File: src/rtl/execute_stage.sv
// execute_stage: third pipeline stage. Qualifies each decoded instruction, computes the
// ALU result / memory address / link value, resolves branch and jump redirects back to
// fetch, registers the result bundle for the memory stage and counts retired instructions.
// All state moves on the falling clock edge so it lines up with decode's output latch.
module execute_stage #(
  parameter int unsigned RETIRE_CNT_WIDTH = 32,
  parameter int unsigned PC_WIDTH         = 32,
  parameter int unsigned REG_WIDTH        = 32,
  parameter int unsigned OPCODE_WIDTH     = 8
) (
  input  logic                        I_CLOCK,
  input  logic                        I_RESET_N,
  input  logic                        I_LOCK,
  input  logic [PC_WIDTH-1:0]         I_PC,
  input  logic [OPCODE_WIDTH-1:0]     I_Opcode,
  input  logic [REG_WIDTH-1:0]        I_Src1Value,
  input  logic [REG_WIDTH-1:0]        I_Src2Value,
  input  logic [3:0]                  I_DestRegIdx,
  input  logic [REG_WIDTH-1:0]        I_DestValue,
  input  logic [REG_WIDTH-1:0]        I_Imm,
  input  logic                        I_FetchStall,
  input  logic                        I_DepStall,
  output logic                        O_LOCK,
  output logic [OPCODE_WIDTH-1:0]     O_Opcode,
  output logic [REG_WIDTH-1:0]        O_ALUOut,
  output logic [3:0]                  O_DestRegIdx,
  output logic [REG_WIDTH-1:0]        O_DestValue,
  output logic                        O_FetchStall,
  output logic                        O_DepStall,
  output logic [PC_WIDTH-1:0]         O_BranchPC,
  output logic                        O_BranchAddrSelect,
  output logic [RETIRE_CNT_WIDTH-1:0] O_RetireCount
);

  // Opcode encoding shared with decode.
  localparam logic [OPCODE_WIDTH-1:0] OpAddD  = OPCODE_WIDTH'(8'h00);
  localparam logic [OPCODE_WIDTH-1:0] OpAddiD = OPCODE_WIDTH'(8'h01);
  localparam logic [OPCODE_WIDTH-1:0] OpAndD  = OPCODE_WIDTH'(8'h02);
  localparam logic [OPCODE_WIDTH-1:0] OpAndiD = OPCODE_WIDTH'(8'h03);
  localparam logic [OPCODE_WIDTH-1:0] OpMov   = OPCODE_WIDTH'(8'h04);
  localparam logic [OPCODE_WIDTH-1:0] OpMoviD = OPCODE_WIDTH'(8'h05);
  localparam logic [OPCODE_WIDTH-1:0] OpLdw   = OPCODE_WIDTH'(8'h06);
  localparam logic [OPCODE_WIDTH-1:0] OpStw   = OPCODE_WIDTH'(8'h07);
  localparam logic [OPCODE_WIDTH-1:0] OpBrn   = OPCODE_WIDTH'(8'h08);
  localparam logic [OPCODE_WIDTH-1:0] OpBrz   = OPCODE_WIDTH'(8'h09);
  localparam logic [OPCODE_WIDTH-1:0] OpBrp   = OPCODE_WIDTH'(8'h0A);
  localparam logic [OPCODE_WIDTH-1:0] OpBrnz  = OPCODE_WIDTH'(8'h0B);
  localparam logic [OPCODE_WIDTH-1:0] OpBrnp  = OPCODE_WIDTH'(8'h0C);
  localparam logic [OPCODE_WIDTH-1:0] OpBrzp  = OPCODE_WIDTH'(8'h0D);
  localparam logic [OPCODE_WIDTH-1:0] OpBrnzp = OPCODE_WIDTH'(8'h0E);
  localparam logic [OPCODE_WIDTH-1:0] OpJmp   = OPCODE_WIDTH'(8'h0F);
  localparam logic [OPCODE_WIDTH-1:0] OpJsr   = OPCODE_WIDTH'(8'h10);
  localparam logic [OPCODE_WIDTH-1:0] OpJsrr  = OPCODE_WIDTH'(8'h11);

  typedef enum logic [0:0] {StIdle, StRedirect} state_e;

  state_e                      state_q, state_d;
  logic                        lock_q, lock_d;
  logic [OPCODE_WIDTH-1:0]     opcode_q, opcode_d;
  logic [REG_WIDTH-1:0]        alu_out_q, alu_out_d;
  logic [3:0]                  dest_reg_idx_q, dest_reg_idx_d;
  logic [REG_WIDTH-1:0]        dest_value_q, dest_value_d;
  logic                        fetch_stall_q, fetch_stall_d;
  logic                        dep_stall_q, dep_stall_d;
  logic [PC_WIDTH-1:0]         branch_pc_q, branch_pc_d;
  logic [RETIRE_CNT_WIDTH-1:0] retire_cnt_q, retire_cnt_d;

  logic                        valid;
  logic                        alu_wr;
  logic [REG_WIDTH-1:0]        alu_res;
  logic                        redirect;

  // The PC is carried by decode but nothing here depends on it.
  logic unused_pc;
  assign unused_pc = ^I_PC;

  assign valid = I_LOCK & ~I_FetchStall & ~I_DepStall;

  // Opcode decode: ALU result and whether the instruction redirects fetch.
  always_comb begin
    alu_wr   = 1'b0;
    alu_res  = '0;
    redirect = 1'b0;
    case (I_Opcode)
      OpAddD:  begin alu_wr = 1'b1; alu_res = I_Src1Value + I_Src2Value; end
      OpAddiD: begin alu_wr = 1'b1; alu_res = I_Src1Value + I_Imm;       end
      OpAndD:  begin alu_wr = 1'b1; alu_res = I_Src1Value & I_Src2Value; end
      OpAndiD: begin alu_wr = 1'b1; alu_res = I_Src1Value & I_Imm;       end
      OpMov:   begin alu_wr = 1'b1; alu_res = I_Src1Value;               end
      OpMoviD: begin alu_wr = 1'b1; alu_res = I_Imm;                     end
      OpLdw,
      OpStw:   begin alu_wr = 1'b1; alu_res = I_Src1Value + I_Imm;       end
      // Src1 carries the link PC for subroutine calls.
      OpJsr,
      OpJsrr:  begin alu_wr = 1'b1; alu_res = I_Src1Value; redirect = 1'b1; end
      OpBrn, OpBrz, OpBrp, OpBrnz, OpBrnp, OpBrzp, OpBrnzp,
      OpJmp:   redirect = 1'b1;
      // Unknown opcodes retire but leave the result untouched.
      default: ;
    endcase
  end

  // Next-state: bubbles only refresh lock/stall markers; valid instructions update the bundle.
  always_comb begin
    lock_d         = I_LOCK;
    fetch_stall_d  = I_FetchStall;
    dep_stall_d    = I_DepStall;
    opcode_d       = opcode_q;
    alu_out_d      = alu_out_q;
    dest_reg_idx_d = dest_reg_idx_q;
    dest_value_d   = dest_value_q;
    branch_pc_d    = branch_pc_q;
    retire_cnt_d   = retire_cnt_q;
    // Redirect lasts exactly one edge unless another valid redirect follows.
    state_d        = StIdle;
    if (valid) begin
      opcode_d       = I_Opcode;
      dest_reg_idx_d = I_DestRegIdx;
      dest_value_d   = I_DestValue;
      retire_cnt_d   = retire_cnt_q + 1'b1;
      if (alu_wr) begin
        alu_out_d = alu_res;
      end
      if (redirect) begin
        branch_pc_d = PC_WIDTH'(I_DestValue);
        state_d     = StRedirect;
      end
    end
  end

  // Stage registers on the falling edge with synchronous active-low reset.
  always_ff @(negedge I_CLOCK) begin
    if (!I_RESET_N) begin
      state_q        <= StIdle;
      lock_q         <= 1'b0;
      opcode_q       <= '0;
      alu_out_q      <= '0;
      dest_reg_idx_q <= '0;
      dest_value_q   <= '0;
      fetch_stall_q  <= 1'b0;
      dep_stall_q    <= 1'b0;
      branch_pc_q    <= '0;
      retire_cnt_q   <= '0;
    end else begin
      state_q        <= state_d;
      lock_q         <= lock_d;
      opcode_q       <= opcode_d;
      alu_out_q      <= alu_out_d;
      dest_reg_idx_q <= dest_reg_idx_d;
      dest_value_q   <= dest_value_d;
      fetch_stall_q  <= fetch_stall_d;
      dep_stall_q    <= dep_stall_d;
      branch_pc_q    <= branch_pc_d;
      retire_cnt_q   <= retire_cnt_d;
    end
  end

  assign O_LOCK             = lock_q;
  assign O_Opcode           = opcode_q;
  assign O_ALUOut           = alu_out_q;
  assign O_DestRegIdx       = dest_reg_idx_q;
  assign O_DestValue        = dest_value_q;
  assign O_FetchStall       = fetch_stall_q;
  assign O_DepStall         = dep_stall_q;
  assign O_BranchPC         = branch_pc_q;
  assign O_BranchAddrSelect = (state_q == StRedirect);
  assign O_RetireCount      = retire_cnt_q;

endmodule

File: config.mk
export PLATFORM = sky130hd
export DESIGN_NAME = execute_stage
export DESIGN_NICKNAME = d
export VERILOG_FILES = /design/src/rtl/execute_stage.sv
export SDC_FILE = /design/constraint.sdc
export NUM_CORES = 1
export LEC_CHECK = 0
export BUFFER_PORTS_ARGS = -buffer_cell sky130_fd_sc_hd__buf_2
export CAP_MARGIN = 20
export CORE_MARGIN = 5
export CORE_UTILIZATION = 46
export CTS_BUF_LIST = sky130_fd_sc_hd__clkbuf_4 sky130_fd_sc_hd__clkbuf_8
export DETAILED_ROUTE_END_ITERATION = 8
export PLACE_DENSITY = 0.79
export SKIP_LAST_GASP = 1
export SYNTH_ARGS = -nofsm -noshare
export SYNTH_HDL_FRONTEND = slang
export SYNTH_SLANG_ARGS = --single-unit
File: constraint.sdc
create_clock -name I_CLOCK -period 3.99 [get_ports I_CLOCK]
set_clock_uncertainty 0.05 [all_clocks]
set_input_delay 0.798 -clock I_CLOCK [delete_from_list [all_inputs] [get_ports I_CLOCK]]
set_output_delay 0.798 -clock I_CLOCK [all_outputs]
set_load 0.05 [all_outputs]
==> flow_metrics.tcl <==
set metrics [dict create \
    r2r_end "O_RetireCount[27]" \
    vias_per_cell 5.80 \
    power_leakage_nw 6.60 \
    ir_drop_v 0.000245 \
    cts_tree "built" \
    tns_ps -51070 \
    required_ps 2360 \
    violations "setup timing" \
    synth_top_area_cell "dfxtp_1" \
    design_power_total_mw 4.41 \
    insertion_delay_ps 500 \
    finalWorstSetupSlack_ps -2010 \
    end_kind "flip-flop" \
    syn_area_per_cell_um2 7.94 \
    rows 49 \
    routed_wl_um 36500 \
    syn_inst 1040 \
    multi_input_area_mm2 0.00582 \
    synth_edf_count 0 \
    cp_max_fo 7 \
    p_sw_share_pct 40.6 \
    ys_seq_elements 144 \
    dp_cells 1665 \
    placed_area_mm2 0.0115 \
    cell_internal_pwr_mw 2.62 \
    grt_pass1_wl_um 52000 \
    clkTransAtPathRegs_ps 40 \
    startpoint_type "primary input" \
    fp.dieH_um 144 \
    grt-ovfl-total 0 \
    ios 321 \
    async_flop_share_pct 0 \
    hold_violations 0 \
    whs_ps 398 \
    core_area_mm2 0.0178 \
    fin_cells 1875 \
    worstSetupPathType "in2reg" \
    clock_path_buffers 2 \
    synth_flop_cell "dfxtp_1" \
    final_util_pct 75.5 \
    ys_seq_area_share_pct 34.9 \
    cts_made_buffers 17 \
    place.gp.congestion 0.920 \
    power_frac_comb_pct 21.9 \
    r2r_slack_ps 1710 \
    grt_max_degree 94 \
    clock_power_share_pct 44.6 \
    grt_pass1_vias 10877 \
    fin_area_mm2 0.0135 \
    reg2reg_depth 8 \
    worstHoldPathType "reg2reg" \
    cts_sinks 144 \
    power.density_mw_per_mm2 327 \
    root_buffer "clkbuf_8" \
    ys_warn_count 0 \
    synthToLayoutAreaGrowth_pct 63.2 \
    drt_iter0_markers 925 \
    regToRegStartpoint "O_RetireCount[11]" \
    register_area_mm2 0.00289 \
    antenna_found_initial 8 \
    htreeDepth 4 \
    yosysMostFrequentCell "nand2_1" \
    switchingPower_mw 1.79 \
    grtUsageTotal_pct 31.4 \
    synth.area.top_cells "dfxtp_1, nand2_1, a21oi_1" \
    portBuffers 288 \
    yosysTopAreaCellShare_pct 34.9 \
    layout-drive-gt1-share_pct 41.8 \
    synth_commonest_cells "nand2_1, dfxtp_1, a21oi_1" \
    hpwlAfterDp_um 22600 \
    fin_nets 1843 \
    drcViolationCount 0 \
    die_w_um 144 \
    netlist_area_mm2 0.00825 \
    tightest_slew_ps 440 \
    ant_nets 0 \
    syn-num-nets 1253 \
    drv_cap 0 \
    nFillCells 1183 \
    vias 10882 \
    setup_violations 40 \
    firstDrtPassIters 8 \
    crit_arrival_ps 4370 \
    rsz0062_at_grt "yes" \
    fp.dieArea_mm2 0.0207 \
    relSlewSlack_pct 70.5 \
    seq_power_share_pct 33.5 \
    crit_path_start "I_Opcode[5]" \
    worstSetupEndpoint "O_ALUOut[29]" \
    synth.distinct_cells 66 \
    status "finished, violations left" \
    maxSlewViolCount 0 \
    wl_per_cell_um 19.5 \
    dpl_worst_slack_ps -2360 \
    initial_core_util_pct 46.3 \
]
## state kept, by name, indices dropped and copies added (netlist names)
signal              flops
O_DestValue            32
O_RetireCount          32
O_LOCK                  1
O_DestRegIdx            4
O_DepStall              1
O_ALUOut               32
O_BranchPC             32
O_FetchStall            1
O_BranchAddrSelect      1
O_Opcode                8
## worst max-delay path, cell delays in order
cell	delay [ps]
buf_8	100
nor4_4	350
nand2_2	120
a21oi_4	180
buf_12	140
buf_12	120
buf_6	90
mux2_4	300
ha_4	240
and2_4	140
a221o_1	370
a211oi_2	370
nand2_1	150
a21oi_4	230
buf_6	130
o31ai_4	50
o31a_1	320
a21oi_2	140
## worst min-delay path by stage
stage | to | depth (start not counted) | start
finish | O_Opcode[6] | 2 | O_Opcode[6]
global route | O_DestValue[2] | 2 | O_DestValue[2]
CTS | O_DestValue[21] | 2 | O_DestValue[21]
detailed placement | O_BranchPC[14] | 2 | O_BranchPC[14]
global placement | O_DestValue[11] | 2 | O_DestValue[11]
floorplan | O_BranchPC[0] | 2 | O_BranchPC[0]
## area by class of cell
type                    instances  share of cell area [%]
clock inverters               159                    5.63
diodes                          3                  0.0557
flip-flops and latches        144                    21.5
clock buffers                  17                    1.74
well taps                     229                    2.13
repair buffers                497                    25.4
multi-input cells             815                    43.2
inverters                      11                   0.316
## cell families (layout without fill, tap and decap cells)
group,after synthesis,count (layout),share of synthesized area [%]
fa+ha+maj,36,36,5.55
buf+inv,81,684,3.97
mux,64,64,8.23
xor+xnor,48,48,5.09
compound gates,307,307,23.0
simple gates,360,360,19.3
flops,144,144,34.9
other cells,0,3,0
## repair_timing
| action | 4_1_cts | 5_1_grt |
|---|---|---|
| hold buffers | 0 | 0 |
| gates cloned | 1 | 1 |
| pin swaps | 41 | 53 |
| buffers inserted | 15 | 20 |
| setup endpoints to repair | 53 | 90 |
| gates resized for setup | 80 | 101 |
## per-layer routing
layer,track usage (%),wire length [um],up-vias
li1,-,-,4878
met1,31.9,12200,5023
met2,53.9,18100,753
met3,12.3,3810,216
met4,19.4,2270,12
met5,0,75,-
## cells in the final DEF (no fill, tap or decap), types with 11 or more instances in the layout
cell type,n
buf_2,238
nand2_1,199
buf_4,196
inv_1,152
dfxtp_1,136
a21oi_1,115
o21ai_0,67
nor2_1,57
mux2i_1,33
buf_6,28
xor2_1,23
mux2_2,21
clkbuf_4,20
a221oi_1,19
ha_1,18
ha_4,17
clkbuf_8,17
a21o_1,16
nand4_1,15
xnor2_1,15
nand3_1,11
a21oi_2,11
## power groups by stage
stage	registers [mW]	logic (mW)	clock network, mW
after floorplan	1.57	0.383	0.220
after global placement	1.50	0.777	0.220
after detailed placement	1.50	0.796	0.220
after CTS	1.47	0.872	1.94
after global routing	1.47	1.02	2.15
final	1.48	0.966	1.97
Note: power is estimated with default switching activity, not from simulation.
